===== src/rtl/coin_vending_fsm_if.sv =====
`default_nettype none
// ----------------------------------------------------------------------------
// Module  : coin_vending_fsm_if
// Brief   : Coin-code input and vend/change outputs of the vending controller.
// Revision: 1.0 - initial release
// ----------------------------------------------------------------------------
interface coin_vending_fsm_if;
  logic [1:0] in;
  logic       out;
  logic [1:0] change;

  // master is the coin-acceptor / actuator side, slave is the controller
  modport master (output in, input out, input change);
  modport slave  (input in, output out, output change);
endinterface
`default_nettype wire


===== src/rtl/coin_vending_fsm.sv =====
`default_nettype none
// ----------------------------------------------------------------------------
// Module  : coin_vending_fsm
// Brief   : Price-15 coin vending controller with registered vend/change.
// Revision: 1.0 - initial release
// ----------------------------------------------------------------------------
module coin_vending_fsm (
  input  wire                 clk,
  input  wire                 rst,
  coin_vending_fsm_if.slave   bus
);

  localparam logic [1:0] C_NONE = 2'b00;
  localparam logic [1:0] C_FIVE = 2'b01;
  localparam logic [1:0] C_TEN  = 2'b10;

  typedef enum logic [1:0] {
    S0 = 2'b00,
    S1 = 2'b01,
    S2 = 2'b10
  } state_t;

  state_t     r_state;
  state_t     w_next;
  logic       r_out;
  logic       w_out;
  logic [1:0] r_change;
  logic [1:0] w_change;

  always_ff @(posedge clk) begin
    if (rst) begin
      r_state  <= S0;
      r_out    <= 1'b0;
      r_change <= C_NONE;
    end else begin
      r_state  <= w_next;
      r_out    <= w_out;
      r_change <= w_change;
    end
  end

  always_comb begin
    w_next   = S0;
    w_out    = 1'b0;
    w_change = C_NONE;
    case (r_state)
      S0: begin
        case (bus.in)
          C_FIVE:  w_next = S1;
          C_TEN:   w_next = S2;
          default: w_next = S0;
        endcase
      end
      S1: begin
        case (bus.in)
          C_NONE: w_change = C_FIVE;
          C_FIVE: w_next   = S2;
          C_TEN:  w_out    = 1'b1;
          default: w_next  = S1;
        endcase
      end
      S2: begin
        case (bus.in)
          C_NONE: w_change = C_TEN;
          C_FIVE: w_out    = 1'b1;
          C_TEN: begin
            w_out    = 1'b1;
            w_change = C_FIVE;
          end
          default: w_next = S2;
        endcase
      end
      // the spare encoding falls back to S0 with quiet outputs
      default: begin
        w_next   = S0;
        w_out    = 1'b0;
        w_change = C_NONE;
      end
    endcase
  end

  assign bus.out    = r_out;
  assign bus.change = r_change;

endmodule
`default_nettype wire


===== src/flat_wrapper.sv =====
// flat-port wrapper written by rule: the top's interface ports become plain ports
module coin_vending_fsm_flat 
  (clk, rst, bus_in, bus_out, bus_change);
  coin_vending_fsm_if bus_i ();
  input  wire clk;
  input  wire rst;
  input wire logic [$bits(bus_i.in)-1:0] bus_in;
  output wire logic [$bits(bus_i.out)-1:0] bus_out;
  output wire logic [$bits(bus_i.change)-1:0] bus_change;
  assign bus_i.in = bus_in;
  assign bus_out = bus_i.out;
  assign bus_change = bus_i.change;
  coin_vending_fsm u_core (.clk(clk), .rst(rst), .bus(bus_i));
endmodule

===== config.mk =====
export PLATFORM = sky130hd
export DESIGN_NAME = coin_vending_fsm_flat
export DESIGN_NICKNAME = d
export VERILOG_FILES = /design/src/rtl/coin_vending_fsm_if.sv /design/src/rtl/coin_vending_fsm.sv /design/src/flat_wrapper.sv
export SDC_FILE = /design/constraint.sdc
export NUM_CORES = 1
export LEC_CHECK = 0
export ABC_AREA = 1
export CELL_PAD_IN_SITES_DETAIL_PLACEMENT = 1
export CELL_PAD_IN_SITES_GLOBAL_PLACEMENT = 2
export CORE_UTILIZATION = 24
export DETAILED_ROUTE_END_ITERATION = 16
export HOLD_SLACK_MARGIN = 0.03
export PLACE_DENSITY_LB_ADDON = 0.1
export SLEW_MARGIN = 20
export SYNTH_ARGS = -nofsm -noshare
export SYNTH_HDL_FRONTEND = slang
export SYNTH_SLANG_ARGS = --single-unit

===== constraint.sdc =====
create_clock -name clk -period 1.1 [get_ports clk]
set_input_delay 0.22 -clock clk [delete_from_list [all_inputs] [get_ports clk]]
set_output_delay 0.22 -clock clk [all_outputs]
set_load 0.05 [all_outputs]

==> impl_metrics.ini, run 1 <==
[status]
status = completed

[route]
dr.pass1.iters = 1
routed_wl_um = 725
drtAntennaViolNets = 0
first_iter_violations = 0
vias = 298
wl_per_cell_um = 10.4
drc_errors = 0
viasPerCell = 4.26

[synth]
yosysMostFrequentCell = ha_1
yosys.area.top_type = ha_1
synth_area_leaders = ha_1 (42%), dfxtp_1 (28%), nand3_1 (8.5%)
synth_area_um2 = 354
synth.distinct_cells = 8
synthTopCellsByCount = ha_1 (12), nand2_1 (8), inv_1 (6), nand3_1 (6), dfxtp_1 (5)
ys_seq_area_share_pct = 28.3
netlist.area_leader.share_pct = 42.4
yosys_warnings = 0
synth_seq_cells = 5
syn_nets = 57
ys.flop_type = dfxtp_1
postSynthAreaPerCell_um2 = 8.64
ys_async_sr_fraction_pct = 0
synthCells = 41
synth_edf_count = 0

[place]
io_buffers = 6
globalplace.congestion = 0.650
placed_cells = 66
post_dp_cell_area_um2 = 493

[grt]
grt_pass1_vias = 291
overflow = 0
grtUsageTotal_pct = 11.8
grt_max_degree = 5
grt_pass1_wl_um = 1220
antenna_found_initial = 0

[critical_path]
worstSetupEndpoint = u_core.bus.out$_SDFF_PP0_
slowest_stage = dfxtp_2
cp-startpoint = u_core.r_state[1]$_SDFF_PP0_
r2r_slack_ns = 0.06
cp_num_buf_inv = 2
path_common_cell = inv_2
path_cells = inv_2 -> ha_4 -> inv_2 -> nor2_4 -> nand3_1 -> nand2_1
worstSetupPathType = reg -> reg
critPathRequiredTime_ns = 1.29
r2r_cells = 6
timing.rr.end = u_core.bus.out$_SDFF_PP0_
cp_max_fo = 4
r2r_start = u_core.r_state[1]$_SDFF_PP0_
crit_arrival_ns = 1.23
cp.depth = 6
worst_setup_path_start_kind = register
crit_path_end_kind = register
critPathMaxStageDelay_ns = 0.33
cp_top_family = flip-flops

[timing]
relSlewSlack_pct = 87.5
min_period_ns = 1.04
finalHoldWorstSlack_ns = 0.497
setup_violations = 0
max_freq_ghz = 0.957
drv_slew = 0
rsz0062_at_grt = yes
finalCritPeriodShare_pct = 95.0
timing_hold_violations_final = 0
worst_slew_pin_slew_ns = 0.187
skew_ns = 0.00544

[die]
core_area_um2 = 1330
start_util_pct = 26.5
rows = 13
die-height_um = 40.4
die-area_um2 = 1630
die-width_um = 40.4
io_pins = 7

[clock_tree]
cts.sinks = 5
cts-root-buf = clkbuf_4
htreeDepth = 1
cts_inserted_buffers = 3
clock_path_buffers = 2
cts_hold_buf = 0
clkTransAtPathRegs_ns = 0.05
cts_tree = yes
insertion_delay_ns = 0.24

[power_and_ir_drop]
power_density_nw_per_um2 = 906
finalPower_mw = 0.509
p_leak_nw = 0.284
ir_drop_mv = 0.309

[worst_hold_path]
whs_path_depth = 5
min_path_type = in -> reg

[final_layout]
nNetsFinal = 72
synthToLayoutAreaGrowth_pct = 58.7
layout-drive-gt1-share_pct = 41.8
design_area_um2 = 562
fin_cells = 70
n_fill_cell = 164
antenna_cells = 0

[job]
drv_cap = 0
-- timing repair --
item / 4_1_cts / 5_1_grt
gates resized for setup: 3 / 12
gates cloned: 0 / 0
pin swaps: 0 / 3
setup endpoints to repair: 3 / 4
setup buffers: 0 / 0
-- logic make-up after synthesis --
group | after synthesis | synth area share (%)
buffers and inverters | 6 | 6.36
adders and majority gates | 12 | 42.4
AOI/OAI and AO/OA | 1 | 2.12
DFF | 5 | 28.3
and+or+nand+nor | 17 | 20.9
-- worst min path at each step --
stage                               startpoint                              end  slack (ns)
2_1_floorplan                              rst  u_core.bus.change[1]$_SDFF_PP0_        0.29
3_3_place_gp   u_core.bus.change[0]$_SDFF_PP0_                    bus_change[0]        0.67
3_5_place_dp   u_core.bus.change[1]$_SDFF_PP0_                    bus_change[1]        0.67
4_1_cts                                    rst  u_core.bus.change[1]$_SDFF_PP0_        0.62
5_1_grt                              bus_in[0]  u_core.bus.change[1]$_SDFF_PP0_        0.55
6_report                             bus_in[0]  u_core.bus.change[0]$_SDFF_PP0_        0.50
-- cell type report --
cell class / count / area (um2) / share of cell area, %
Sequential cell: 5 / 103 / 18.3
Timing Repair Buffer: 10 / 125 / 22.3
Clock buffer: 4 / 26.3 / 4.68
Tap cell: 15 / 18.8 / 3.34
Multi-Input combinational cell: 30 / 267 / 47.4
Inverter: 6 / 22.5 / 4.01
-- layer usage --
layer  part of all wire (%)  wire (um)  track usage, %
met5                      0          0               0
met4                      0          0            10.0
met3                    4.1         30            3.33
met2                     50        361            19.4
met1                     46        333            12.1
-- tightest hold or removal path: stages --
cell,delay (ns)
dlymetal6s2s_1,0.14
inv_2,0.09
ha_1,0.16
nand3_2,0.05
nand2_1,0.05
-- power breakdown --
part	switching, mW	internal (mW)	leakage [nW]
Clock	0.0767	0.137	0.0150
Sequential	0.00358	0.188	0.0414
Combinational	0.0550	0.0487	0.228
Total	0.135	0.374	0.284
-- layout by cell type (no fill, tap or decap) --
master | Yosys | layout
dfxtp_2 | 0 | 2
dfxtp_1 | 5 | 3
a21boi_1 | 1 | 1
clkdlybuf4s50_1 | 0 | 1
nor2_1 | 2 | 2
nand3_2 | 0 | 3
inv_2 | 0 | 5
clkbuf_4 | 0 | 3
ha_1 | 12 | 10
ha_4 | 0 | 1
ha_2 | 0 | 1
buf_12 | 0 | 3
nand3_1 | 6 | 3
dlymetal6s2s_1 | 0 | 2
clkbuf_1 | 0 | 1
inv_1 | 6 | 1
buf_4 | 0 | 4
nand2_1 | 8 | 8
nor2_4 | 0 | 1
-- state kept, by name (all words and copies together), names as in the netlist --
register	count
u_core.bus.change	2
u_core.r_state	2
u_core.bus.out	1
-- through the flow --
| stage | setup TNS [ns] | utilization, % | setup WS, ns |
|---|---|---|---|
| 3_5_place_dp | -1.04 | 37.0 | -0.277 |
| 3_3_place_gp | -0.883 | 37.0 | -0.236 |
| 6_report | 0 | 42.1 | 0.0551 |
| 2_1_floorplan | 0 | - | 0.0801 |
| 5_1_grt | -0.0139 | 42.1 | -0.00745 |
| 4_1_cts | 0 | 39.3 | 0.00449 |
No activity file was read; power rests on OpenSTA's default activity.
==> run 2, diff against run 1 <==
Settings changed: CORE_UTILIZATION 24 to 25, CTS_BUF_LIST from default to sky130_fd_sc_hd__clkbuf_4.
==> impl_metrics.ini, run 2 (synthesized netlist as in run 1, its figures left out) <==
[status]
status = completed

[critical_path]
worst_setup_path_start_kind = register
critPathRequiredTime_ns = 1.29
timing.rr.end = u_core.bus.change[0]$_SDFF_PP0_
worstSetupPathType = reg -> reg
r2r_start = u_core.r_state[1]$_SDFF_PP0_
critPathMaxStageDelay_ns = 0.32
r2r_slack_ns = 0.08
r2r_cells = 6
path_cells = inv_1 -> ha_4 -> inv_2 -> nor2_4 -> nand3_1 -> nand2_1
cp_num_buf_inv = 2
slowest_stage = dfxtp_1
cp_max_fo = 4
cp_top_family = flip-flops
crit_path_end_kind = register
crit_arrival_ns = 1.22

[route]
viasPerCell = 4.23
drc_errors = 0
routed_wl_um = 715
drtAntennaViolNets = 0
vias = 296
dr.pass1.iters = 2
wl_per_cell_um = 10.2
first_iter_violations = 5

[worst_hold_path]
whs_path_depth = 5
min_to = u_core.bus.out$_SDFF_PP0_
hp-start = bus_in[0]
min_path_type = in -> reg

[die]
start_util_pct = 27.2
io_pins = 7
rows = 13
die-area_um2 = 1570
die-width_um = 39.6
core_area_um2 = 1300
die-height_um = 39.6

[final_layout]
antenna_cells = 0
layout_commonest_cell = ha_1
final_util_pct = 42.2
design_area_um2 = 549
n_fill_cell = 173
nNetsFinal = 72
final_cell_mix = ha_1 (9), nand2_1 (8), nand3_1 (6)
synthToLayoutAreaGrowth_pct = 55.1
layout-drive-gt1-share_pct = 34.5

[timing]
max_freq_ghz = 0.976
setup_violations = 0
drv_slew = 0
rsz0062_at_grt = yes
finalHoldWorstSlack_ns = 0.491
worst_slew_pin_slew_ns = 0.211
relSlewSlack_pct = 85.9
finalCritPeriodShare_pct = 93.1
skew_ns = 0.00176
timing_hold_violations_final = 0
min_period_ns = 1.02
fin_ws_ns = 0.0756

[clock_tree]
insertion_delay_ns = 0.25
cts_hold_buf = 0
clock_path_buffers = 2
cts_inserted_buffers = 3
cts-root-buf = clkbuf_4
htreeDepth = 1
clkTransAtPathRegs_ns = 0.04
cts_tree = yes
cts.sinks = 5

[place]
io_buffers = 6
dp_slack_ns = -0.317
globalplace.congestion = 0.692
post_dp_cell_area_um2 = 493
place_hpwl_um = 605

[grt]
grt_max_degree = 5
grt_pass1_vias = 288
grt_pass1_wl_um = 1110
overflow = 0
grtUsageTotal_pct = 12.0
antenna_found_initial = 0

[power_and_ir_drop]
p_seq_share_pct = 35.9
power_density_nw_per_um2 = 960
p_comb_share_pct = 18.5
internal_power_mw = 0.395
clkPwrFrac_pct = 45.5
p_leak_nw = 0.278
switching_share_pct = 25.1
ir_drop_mv = 0.277
p_sw_mw = 0.133

[job]
drv_cap = 0
-- run 2: cell count changes in the layout (fill, tap and decap cells not counted) --
cell            before  now
inv_2                5    3
nor2_2               0    1
nand3_2              3    0
dlymetal6s2s_1       2    1
dfxtp_1              3    5
dfxtp_2              2    0
nor2_1               2    1
ha_1                10    9
ha_2                 1    2
dlygate4sd2_1        0    1
inv_1                1    3
clkbuf_4             3    4
clkbuf_1             1    0
nand3_1              3    6
-- run 2: power by group through the flow --
stage / Sequential [mW] / Combinational (mW) / Clock, mW
after global routing: 0.190 / 0.109 / 0.263
after detailed placement: 0.193 / 0.0872 / 0
after CTS: 0.190 / 0.0903 / 0.243
after floorplan: 0.196 / 0.0390 / 0
after global placement: 0.192 / 0.0828 / 0
final: 0.190 / 0.0976 / 0.240
-- run 2: stage by stage --
step                      instances  TNS (ns)  total power [mW]
after floorplan                  41         0             0.235
after global placement           66     -1.09             0.275
after detailed placement         66     -1.21             0.280
after CTS                        70         0             0.523
after global routing             70  -0.00261             0.562
final                            70         0             0.528
-- run 2: worst register-to-register path, cell delays in order, from the launching register on --
cell and delay [ns]:
dfxtp_1 0.32, inv_1 0.08, ha_4 0.28, inv_2 0.04, nor2_4 0.10, nand3_1 0.08
nand2_1 0.07
-- run 2: layer usage --
layer	vias up	share of wire (%)	wire length, um	track usage (%)
li1	154	-	-	-
met1	129	39	276	11.6
met2	8	50	361	18.0
met3	5	5.5	39	3.41
met4	0	5.3	38	15.5
met5	-	0	0	0
-- run 2: worst max-delay path by stage --
stage	start	end	depth (start not counted)
global placement	bus_in[1]	u_core.bus.out$_SDFF_PP0_	5
global route	u_core.r_state[0]$_SDFF_PP0_	u_core.r_state[0]$_SDFF_PP0_	4
floorplan	u_core.r_state[0]$_SDFF_PP0_	u_core.bus.change[0]$_SDFF_PP0_	6
CTS	bus_in[0]	u_core.r_state[1]$_SDFF_PP0_	7
detailed placement	bus_in[1]	u_core.bus.out$_SDFF_PP0_	5
finish	u_core.r_state[1]$_SDFF_PP0_	u_core.bus.change[0]$_SDFF_PP0_	6
-- run 2: final cells by class --
cell class	instances	area (um2)	share of cell area [%]
Inverter	6	22.5	4.10
Clock buffer	4	30.0	5.47
Multi-Input combinational cell	30	256	46.7
Tap cell	15	18.8	3.42
Timing Repair Buffer	10	121	22.1
Sequential cell	5	100	18.2
-- run 2: repair_timing --
item                                    in CTS  in global routing
setup buffers                                0                  0
gates resized for setup                      3                  7
endpoints found under the setup margin       3                  4
